## src/rtl/iob_requester.sv

```systemverilog
// iob_requester: CPU-side initiator for the I/O bus slave port. It launches one CPU I/O access
//   at a time to the PDS bus master as IORDREQ/IOWRREQ with lanes, then tracks the
//   IOACT/IODONE/IOBERR handshake and returns a one-cycle CPUACK (+CPUBERR).
// Latency: ALE one cycle after accept; IO*REQ one cycle after that; minimum CPUREQ->CPUACK ~7 cycles.
// Backpressure: one access outstanding; CPUREQ is held until CPUACK; a new access is taken only
//   in IDLE and only after CPUREQ has been seen low since the last CPUACK (ARM flag).
// Ports:
//   CLK, nRES                      clock, synchronous active-low reset
//   CPUREQ/CPURnW/CPULDS/CPUUDS    CPU access request, direction and byte lanes
//   CPUACK/CPUBERR/RDLE/ALE/BUSY   CPU-side completion, error, latch strobes, busy
//   IORDREQ/IOWRREQ/IOLDS/IOUDS    request to the bus master
//   IOACT/IODONE/IOBERR            asynchronous master status (2-flop synchronized)
// Build option: define IOB_POSTWR_EN to acknowledge writes at ALE time (posted writes).
module iob_requester #(
  parameter int unsigned TIMEOUT = 255
) (
  input  logic CLK,
  input  logic nRES,
  input  logic CPUREQ,
  input  logic CPURnW,
  input  logic CPULDS,
  input  logic CPUUDS,
  output logic CPUACK,
  output logic CPUBERR,
  output logic ALE,
  output logic RDLE,
  output logic BUSY,
  output logic IORDREQ,
  output logic IOWRREQ,
  output logic IOLDS,
  output logic IOUDS,
  input  logic IOACT,
  input  logic IODONE,
  input  logic IOBERR
);

  typedef enum logic [2:0] {
    S_IDLE,
    S_LAUNCH,
    S_REQ,
    S_DRAIN,
    S_ACK
  } state_t;

  localparam logic [7:0] TO_VAL = 8'(TIMEOUT);

  state_t     state_q, state_d;
  logic [2:0] sync1_q, sync2_q;  // {BERR, DONE, ACT}
  logic       rnw_q, rnw_d;
  logic       lds_q, lds_d;
  logic       uds_q, uds_d;
  logic       err_q, err_d;
  logic       posted_q, posted_d;
  logic       arm_q, arm_d;
  logic [7:0] cnt_q, cnt_d;
  logic       ack_q, ack_d;
  logic       berr_q, berr_d;
  logic       ale_q, ale_d;
  logic       rdle_q, rdle_d;
  logic       rdreq_q, rdreq_d;
  logic       wrreq_q, wrreq_d;
  logic       iolds_q, iolds_d;
  logic       iouds_q, iouds_d;

  logic       acts, dones, berrs;
  logic       accept;
  logic [7:0] cnt_inc;

  assign acts  = sync2_q[0];
  assign dones = sync2_q[1];
  assign berrs = sync2_q[2];

  assign accept = (state_q == S_IDLE) && CPUREQ && arm_q;

  always_comb begin
    state_d  = state_q;
    rnw_d    = rnw_q;
    lds_d    = lds_q;
    uds_d    = uds_q;
    err_d    = err_q;
    posted_d = posted_q;
    cnt_d    = cnt_q;
    rdreq_d  = rdreq_q;
    wrreq_d  = wrreq_q;
    iolds_d  = iolds_q;
    iouds_d  = iouds_q;
    ack_d    = 1'b0;
    berr_d   = 1'b0;
    ale_d    = 1'b0;
    rdle_d   = 1'b0;
    cnt_inc  = (cnt_q == 8'hFF) ? cnt_q : cnt_q + 8'd1;

    // ARM re-opens only after CPUREQ has been seen low outside the ACK cycle,
    // so a request still held from the previous access is never taken twice.
    if (ack_q)        arm_d = 1'b0;
    else if (!CPUREQ) arm_d = 1'b1;
    else              arm_d = arm_q;

    case (state_q)
      S_IDLE: begin
        if (accept) begin
          rnw_d    = CPURnW;
          lds_d    = CPULDS;
          uds_d    = CPUUDS;
          err_d    = 1'b0;
          posted_d = 1'b0;
          ale_d    = 1'b1;
          state_d  = S_LAUNCH;
`ifdef IOB_POSTWR_EN
          if (!CPURnW) begin
            posted_d = 1'b1;
            ack_d    = 1'b1;
          end
`endif
        end
      end
      S_LAUNCH: begin
        rdreq_d = rnw_q;
        wrreq_d = !rnw_q;
        iolds_d = lds_q;
        iouds_d = uds_q;
        cnt_d   = 8'd0;
        state_d = S_REQ;
      end
      S_REQ: begin
        if (dones || berrs) begin
          // Drop the request on DONE, ahead of IOACT falling, so the
          // master returns to idle without seeing a stale request.
          rdreq_d = 1'b0;
          wrreq_d = 1'b0;
          iolds_d = 1'b0;
          iouds_d = 1'b0;
          err_d   = berrs;
          state_d = S_DRAIN;
        end else if (!acts) begin
          cnt_d = cnt_inc;
          if (cnt_inc == TO_VAL) begin
            rdreq_d = 1'b0;
            wrreq_d = 1'b0;
            iolds_d = 1'b0;
            iouds_d = 1'b0;
            err_d   = 1'b1;
            state_d = S_DRAIN;
          end
        end
      end
      S_DRAIN: begin
        if (!acts) begin
          state_d = S_ACK;
          // A posted write was already acknowledged; its outcome is dropped.
          if (!posted_q) begin
            ack_d  = 1'b1;
            berr_d = err_q;
            rdle_d = rnw_q && !err_q;
          end
        end
      end
      S_ACK: begin
        state_d = S_IDLE;
      end
      default: begin
        state_d = S_IDLE;
      end
    endcase
  end

  always_ff @(posedge CLK) begin
    if (!nRES) begin
      state_q  <= S_IDLE;
      sync1_q  <= 3'b000;
      sync2_q  <= 3'b000;
      rnw_q    <= 1'b0;
      lds_q    <= 1'b0;
      uds_q    <= 1'b0;
      err_q    <= 1'b0;
      posted_q <= 1'b0;
      arm_q    <= 1'b0;
      cnt_q    <= 8'd0;
      ack_q    <= 1'b0;
      berr_q   <= 1'b0;
      ale_q    <= 1'b0;
      rdle_q   <= 1'b0;
      rdreq_q  <= 1'b0;
      wrreq_q  <= 1'b0;
      iolds_q  <= 1'b0;
      iouds_q  <= 1'b0;
    end else begin
      state_q  <= state_d;
      sync1_q  <= {IOBERR, IODONE, IOACT};
      sync2_q  <= sync1_q;
      rnw_q    <= rnw_d;
      lds_q    <= lds_d;
      uds_q    <= uds_d;
      err_q    <= err_d;
      posted_q <= posted_d;
      arm_q    <= arm_d;
      cnt_q    <= cnt_d;
      ack_q    <= ack_d;
      berr_q   <= berr_d;
      ale_q    <= ale_d;
      rdle_q   <= rdle_d;
      rdreq_q  <= rdreq_d;
      wrreq_q  <= wrreq_d;
      iolds_q  <= iolds_d;
      iouds_q  <= iouds_d;
    end
  end

  assign CPUACK  = ack_q;
  assign CPUBERR = berr_q;
  assign ALE     = ale_q;
  assign RDLE    = rdle_q;
  assign IORDREQ = rdreq_q;
  assign IOWRREQ = wrreq_q;
  assign IOLDS   = iolds_q;
  assign IOUDS   = iouds_q;
  // The IDLE cycle that accepts a held request already counts as busy, so a
  // request queued behind a posted write sees BUSY without a gap.
  assign BUSY    = (state_q != S_IDLE) || accept;

endmodule
```

## config.mk

```make
export PLATFORM = sky130hd
export DESIGN_NAME = iob_requester
export DESIGN_NICKNAME = d
export VERILOG_FILES = /design/src/rtl/iob_requester.sv
export SDC_FILE = /design/constraint.sdc
export NUM_CORES = 1
export LEC_CHECK = 0
export BUFFER_PORTS_ARGS = -buffer_cell sky130_fd_sc_hd__buf_2
export CORE_MARGIN = 5
export CORE_UTILIZATION = 45
export DETAILED_ROUTE_END_ITERATION = 16
export HOLD_SLACK_MARGIN = 0.15
export SYNTH_ARGS = -nofsm -noshare
export SYNTH_HDL_FRONTEND = slang
export SYNTH_SLANG_ARGS = --single-unit
```

## constraint.sdc

```tcl
create_clock -name CLK -period 2.2 [get_ports CLK]
set_input_delay 0.33 -clock CLK [delete_from_list [all_inputs] [get_ports CLK]]
set_output_delay 0.33 -clock CLK [all_outputs]
set_load 0.01 [all_outputs]
```

After elaboration in Yosys (flattened, before gate mapping)
Cells that the tools add are included.
Word-level totals
  register bits: 30
  input bits: 9
  output and inout port bits: 9
  logic and storage cells: 73
Cells by class
  add/sub/neg operators: 1
  equal/unequal tests: 11
  mux-type cells: 23
  bitwise gates (word level): 2
  reduce and logical (&&, ||, !) cells: 19
Operator list (count)
  $mux W8: 3
  $eq A8 B8 Y1 const B: 2
  $pmux W8 S2: 1
  $mux W3: 5
  $pmux W3 S4: 1
  $pmux W1 S2: 5
  $add A8 B1 Y8 const B: 1
  $mux W1: 8
  $ne A2 B2 Y1 const B: 4
  $reduce_and A4 Y1: 2
  $eq A3 B2 Y1 const B: 2
  $ne A3 B3 Y1 const B: 2
  $reduce_and A3 Y1: 2
  $reduce_and A2 Y1: 2
  $reduce_bool A2 Y1: 2
  $eq A3 B1 Y1 const B: 1
  $logic_and A1 B1 Y1: 3
  $logic_not A3 Y1: 1
  $reduce_bool A3 Y1: 1
  $reduce_or A3 Y1: 1
  $logic_not A1 Y1: 2
  $logic_or A1 B1 Y1: 2
  $not A1 Y1: 2
  $reduce_or A2 Y1: 1

Longest topological paths before layout
Gate-level depths: netlist of run 1.
  depth in word-level cells: 7
  mapped depth: 7
  gate-level depth less buffers: 6

Worst setup path after synthesis of run 1
OpenSTA, ideal clock, no wires.
  kind: register to register
  start: reg cnt_q[0]
  end: reg iolds_q (netlist: IOLDS)
  setup time: 0.117 ns
  arrival: 1.754 ns
  required time: 2.083 ns
  setup slack: 0.329 ns
  stages on the path, launching flop included: 8
  path buffers: 1
  clock period less this slack: 1.871 ns
  cell sequence: dfxtp_1 ha_1 clkbuf_1 nand3_1 o31a_1 a22oi_1 a31oi_1 a22o_1
On the way
  longest elaborated chain between the ends: 5
  elaborated cells between the ends (all ways): 6
  those cells by class: 1 x add/sub; 3 x eq/ne; 1 x mux; 1 x reduce/logical
RTL lines
  start: declaration: RTL line 55  | logic [7:0] cnt_q, cnt_d;
  start signal: assignment: RTL line 197  | cnt_q <= cnt_d;
  $add A8 B1 Y8 / $eq A8 B8 Y1 (equally long branches): RTL line 91  | cnt_inc = (cnt_q == 8'hFF) ? cnt_q : cnt_q + 8'd1;
  $mux W8 *: RTL line 91
  $eq A8 B8 Y1 *: RTL line 137  | if (cnt_inc == TO_VAL) begin
  $ne A3 B3 Y1 (no line) *
  $reduce_and A3 Y1 (no line) *
  end signal: assignment: RTL line 204  | iolds_q <= iolds_d;
  end: declaration: RTL line 62  | logic iolds_q, iolds_d;
Mark *: on every way between the ends. The rest lies on a longest branch, timed or not.
A chain may end at the register's enable or synchronous reset.

Final worst setup path of run 1
  start: reg cnt_q[0]
  end: reg iouds_q (netlist: IOUDS)
On the way
  longest elaborated chain between the ends: 5
  elaborated cells between the ends (all ways): 6
  those cells by class: 1 x add/sub; 3 x eq/ne; 1 x mux; 1 x reduce/logical
RTL lines
  $add A8 B1 Y8 / $eq A8 B8 Y1 (equally long branches): RTL line 91
  $mux W8 *: RTL line 91
  $eq A8 B8 Y1 *: RTL line 137
  $ne A3 B3 Y1 (no line) *
  $reduce_and A3 Y1 (no line) *
  end signal: assignment: RTL line 205  | iouds_q <= iouds_d;
  end: declaration: RTL line 63  | logic iouds_q, iouds_d;
Marked as above.

==> results.toml, run 1 <==
[floorplanning]
rows = 20
coreArea_mm2 = 0.00303
initial_core_util_pct = 46.5
die_h_um = 66.0
die_area_mm2 = 0.00435
chipWidth_um = 66.0
boundaryPins = 18

[cells_and_area]
fillers = 301
nets = 185
drive_gt1_share_pct = 18.9
syn2layout_area_growth_pct = 10.7
multi_input_area_um2 = 728
regArea_um2 = 601
antenna_cells = 0
fin_cells = 219

[synth]
syn-num-nets = 166
synth-seq-area-share_pct = 42.6
yosysUniqueCellTypes = 49
syn_avg_cell_area_um2 = 9.03
synth_top_family_by_area = "simple AND/OR/NAND/NOR gates"
synth_compound_area_share_pct = 21.6
synthCells = 156
yosys_most_used_dff = "dfxtp_1"
synth_xor_area_share_pct = 1.24
synth_top_area_share_pct = 42.6
synth.mux.area_fraction_pct = 2.13
synthArstFlopShare_pct = 0
yosysTopAreaCell = "dfxtp_1"
syn-cell-area_mm2 = 0.00141
yosys.area_share.simple_pct = 25.7
synth-adder-area-share_pct = 0.888
yosys_warnings = 0
synth_area_leaders = "dfxtp_1, a21oi_1, and2_1"
synth_edf_count = 0
synth-seq-cells = 30

[timing]
fmax_mhz = 508
fin_crit_sh_pct = 89.4
tightest_slew_ns = 0.677
relSlewSlack_pct = 53.7
finClkSkew_ns = 0.0113
rsz0062_at_grt = "no"
hold_viol_final = 0
setup_violations = 0
period_needed_ns = 1.97
tns_ns = 0
finalMaxSlewViolations = 0

[setup_path]
r2r_start = "cnt_q[0]$_SDFFE_PN0P_"
critPathKind = "reg -> reg"
endpoint_kind = "flop"
rrSetupSlack_ns = 0.23
r2r_cells = 6
crit_fanout = 9
start_kind = "flop"
rr_endpoint = "IOUDS$_SDFFE_PN0P_"
cp_data_arrival_time_ns = 2.21
crit_path_start = "cnt_q[0]$_SDFFE_PN0P_"
crit_required_ns = 2.44

[clock_tree]
cts_tree = "done"
htree_levels = 2
worstSkewPairLatency_ns = 0.34
ctsHoldBuffers = 0
clock_path_buffers = 2
clkTransAtPathRegs_ns = 0.10
cts-root-buf = "clkbuf_4"
cts_buffers = 5
cts_sinks = 30
cts_resized = 0
cts_setup_buffers = 0

[global_route]
track_usage_pct = 15.8
antenna_found_initial = 0
grt_overflow = 0
grt_start_max_net_pins = 16
grt_pass1_vias = 1140
grt_pass1_wl_mm = 5.20

[route]
routed_wl_mm = 3.07
drc = 0
viasPerCell = 5.61
first_iter_violations = 39
dr_total_vias = 1228
first_pass_iters = 4
wire_per_inst_um = 14.0
postRouteAntennaNets = 0

[hold_path]
min_from = "IODONE"
holdPathEnd = "sync1_q[1]$_SDFF_PN0_"
worstHoldPathType = "in -> reg"
min_path_cells = 2

[pwr]
vdd_drop_max_v = 0.000338
p_leak_nw = 0.590
power_density_mw_per_mm2 = 644
power.total_mw = 1.00

[run_status]
status = "complete, no violations"

[flow_run]
drv_cap = 0

[place]
gp_congestion = 0.924
port_buffers = 17
dp_hpwl_mm = 2.26
dpl.cell_count = 212
cell usage in the layout, fill, tap and decap left out, types with 2 or more instances in the layout:
master      count
a211oi_1        2
a21oi_1        12
a22o_1          3
a311oi_1        2
a31oi_1         3
and2_1          9
and3_1          2
and3b_1         2
buf_2          17
clkbuf_4        5
clkinvlp_4      2
dfxtp_1        30
inv_1           7
mux2i_1         3
nand2_1         6
nand3_1         4
nand4_1         3
nor2_1         15
nor3_1          9
o2111ai_1       3
o21ai_0         7
metrics by stage:
stage                     hold WS (ns)  area (um2)  utilization [%]  setup slack (ns)
final                            0.197        1560             51.5             0.233
after global routing             0.185        1560             51.5            0.0504
after CTS                        0.187        1560             51.4             0.173
after floorplan                  0.412        1410                -             0.329
after global placement           0.406        1500             49.7             0.260
after detailed placement         0.414        1500             49.7             0.178
layer usage:
layer | GRT usage [%] | up-vias | routed length [um]
met2 | 24.8 | 43 | 1410
met1 | 19.6 | 568 | 1380
met5 | 0 | - | 0
li1 | - | 610 | -
met3 | 5.61 | 7 | 236
met4 | 6.09 | 0 | 48
kinds of logic (layout without fill, tap and decap cells):
family | count (synthesis) | in the layout
xor gates and xnor gates | 2 | 2
and+or+nand+nor | 63 | 63
AOI/OAI and AO/OA | 43 | 43
DFF | 30 | 30
adders and majority gates | 1 | 1
buffers and inverters | 14 | 33
muxes | 3 | 3
cell usage after synthesis (2+ instances only):
master,n
nor3_1,9
nand2_1,6
nor2_1,15
clkbuf_1,4
nand3_1,4
a22o_1,3
a21oi_1,12
a31oi_1,3
o21ai_0,7
a211oi_1,2
mux2i_1,3
inv_1,7
nand4_1,3
dfxtp_1,30
and3b_1,2
a311oi_1,2
and2_1,9
and3_1,2
o2111ai_1,3
state kept, by name, indices dropped and copies added (netlist names), 3 cells and up:
register / count
sync2_q: 3
cnt_q: 8
state_q: 3
sync1_q: 3
critical path: stages (launching register included):
cell and delay [ns]:
dfxtp_1 0.44, ha_2 0.31, nand3_1 0.14, o31a_1 0.30, a22oi_1 0.25, a31oi_1 0.22, a22o_1 0.22
final cells by class:
type	count	area share (%)
inverters	8	1.93
flip-flops and latches	30	38.5
clock inverters	2	0.963
well taps	44	3.53
multi-input cells	112	46.7
clock buffers	5	2.41
repair buffers	18	5.94
how the worst max path moves through the flow:
stage | endpoint | cells after the start | slack, ns
6_report | IOUDS$_SDFFE_PN0P_ | 6 | 0.23
5_1_grt | IOUDS$_SDFFE_PN0P_ | 6 | 0.05
4_1_cts | IOUDS$_SDFFE_PN0P_ | 6 | 0.17
3_5_place_dp | IORDREQ$_SDFFE_PN0P_ | 6 | 0.18
3_3_place_gp | IORDREQ$_SDFFE_PN0P_ | 6 | 0.26
2_1_floorplan | IOLDS$_SDFFE_PN0P_ | 7 | 0.33
power by group:
group	switching, mW	total [mW]	internal (mW)
clock network	0.196	0.313	0.118
registers	0.0152	0.574	0.559
logic	0.0676	0.116	0.0486
Power figures use the tool's default switching activity.
==> inputs of run 2 (changes only) <==
--- a/config.mk
+++ b/config.mk
@@ -10,6 +10,7 @@
 export CORE_UTILIZATION = 45
 export DETAILED_ROUTE_END_ITERATION = 16
 export HOLD_SLACK_MARGIN = 0.15
+export SETUP_SLACK_MARGIN = 0.3
 export SYNTH_ARGS = -nofsm -noshare
 export SYNTH_HDL_FRONTEND = slang
 export SYNTH_SLANG_ARGS = --single-unit
==> results.toml, run 2 (synthesis results as in run 1) <==
[clock_tree]
clock_path_buffers = 2
cts-root-buf = "clkbuf_4"
cts_buffers = 5
cts_tree = "done"
clkTransAtPathRegs_ns = 0.10
worstSkewPairLatency_ns = 0.33
cts_sinks = 30
htree_levels = 2

[setup_path]
rrSetupSlack_ns = 0.44
cp_data_arrival_time_ns = 2.00
critPathKind = "reg -> reg"
rr_endpoint = "IOUDS$_SDFFE_PN0P_"
start_kind = "flop"
cp_cell_sequence = "ha_4 -> xor2_1 -> o2111ai_1 -> a22oi_2 -> a31oi_2 -> a22o_1"
crit_path_start = "cnt_q[0]$_SDFFE_PN0P_"
r2r_cells = 6
slowest_delay_ns = 0.41
critPathSlowestCell = "dfxtp_2"
endpoint_kind = "flop"
crit_required_ns = 2.44
r2r_start = "cnt_q[0]$_SDFFE_PN0P_"
crit_fanout = 9

[cells_and_area]
largest_reg_flops = 8
fin_util_pct = 52.9
regMostFlops = "cnt_q"
syn2layout_area_growth_pct = 13.8
final_cell_area_mm2 = 0.00160
layout_common_cells = "dfxtp_1, buf_2, nor2_1"
nets = 187
antenna_cells = 0
final_common_cell = "dfxtp_1"
drive_gt1_share_pct = 23.2

[floorplanning]
rows = 20
die_area_mm2 = 0.00435
initial_core_util_pct = 46.5
boundaryPins = 18
coreArea_mm2 = 0.00303
die_h_um = 66.0
chipWidth_um = 66.0

[flow_run]
drv_cap = 0

[global_route]
busiest_layer = "met2"
track_usage_pct = 15.8
grt_pass1_vias = 1152
antenna_found_initial = 0
grt_util_met1_pct = 19.7
use_met3_pct = 5.61
grt_overflow = 0
grtUsageMet2_pct = 25.2
grt_pass1_wl_mm = 5.24
grt_start_max_net_pins = 16

[route]
postRouteAntennaNets = 0
first_iter_violations = 44
viasPerCell = 5.62
wire_per_inst_um = 14.2
first_pass_iters = 5
drc = 0
routed_wl_mm = 3.13
dr_total_vias = 1241

[timing]
period_needed_ns = 1.76
setup_violations = 0
fmax_mhz = 568
tightest_slew_ns = 0.652
relSlewSlack_pct = 55.4
fin_crit_sh_pct = 80.0
finalMaxSlewViolations = 0
hold_viol_final = 0
tns_ns = 0
finClkSkew_ns = 0.0116
rsz0062_at_grt = "no"

[place]
dp_hpwl_mm = 2.26
place_area_mm2 = 0.00150
port_buffers = 17
gp_congestion = 0.924

[hold_path]
min_path_cells = 2
holdPathEnd = "sync1_q[1]$_SDFF_PN0_"
min_from = "IODONE"
worstHoldPathType = "in -> reg"

[run_status]
status = "complete, no violations"

[pwr]
power_density_mw_per_mm2 = 629
p_leak_nw = 0.602
vdd_drop_max_v = 0.000338
==> run 2: power breakdown <==
group | total [mW] | internal [mW] | switching (mW)
logic | 0.124 | 0.0553 | 0.0687
clock network | 0.309 | 0.118 | 0.191
registers | 0.575 | 0.559 | 0.0155
total | 1.01 | 0.733 | 0.276
==> run 2: worst max-delay path, delay by kind of cell, from the launching register on <==
kind	cells	cell delay, ns
flip-flops	1	0.41
AO/OA/AOI/OAI	4	0.80
adder cells (fa/ha/maj)	1	0.20
XOR/XNOR	1	0.25
==> run 2: layout make-up <==
cell class	count	area [um2]
Clock buffer	5	37.5
Clock inverter	2	15.0
Fill cell	293	1430
Inverter	8	30.0
Multi-Input combinational cell	112	753
Sequential cell	30	604
Tap cell	44	55.1
Timing Repair Buffer	20	108
==> run 2: how the worst max path moves through the flow <==
stage | to | slack (ns) | cells after the start
4_1_cts | IOUDS$_SDFFE_PN0P_ | 0.30 | 6
2_1_floorplan | IOLDS$_SDFFE_PN0P_ | 0.33 | 7
3_3_place_gp | IORDREQ$_SDFFE_PN0P_ | 0.26 | 6
3_5_place_dp | IORDREQ$_SDFFE_PN0P_ | 0.18 | 6
5_1_grt | cnt_q[0]$_SDFFE_PN0P_ | 0.31 | 5
6_report | IOUDS$_SDFFE_PN0P_ | 0.44 | 6
==> run 2: per-layer routing <==
layer / up-vias / part of all wire (%)
li1: 615 / -
met1: 570 / 44
met2: 46 / 47
met3: 10 / 7.0
met4: 0 / 2.0
met5: - / 0
==> run 2: timing repair <==
item	in CTS	in global routing
pin swaps	0	1
setup buffers	0	2
gates resized for setup	4	4
setup endpoints to repair	4	7
hold buffers	0	0
gates cloned	0	0
==> run 2: through the flow <==
step                      setup slack (ns)  hold WS (ns)  power [mW]  cells
after detailed placement             0.178         0.414       0.701    212
after global placement               0.260         0.406       0.701    212
after CTS                            0.302         0.187        1.01    219
after global routing                 0.310         0.184        1.07    221
final                                0.440         0.203        1.01    221
after floorplan                      0.329         0.412       0.671    156
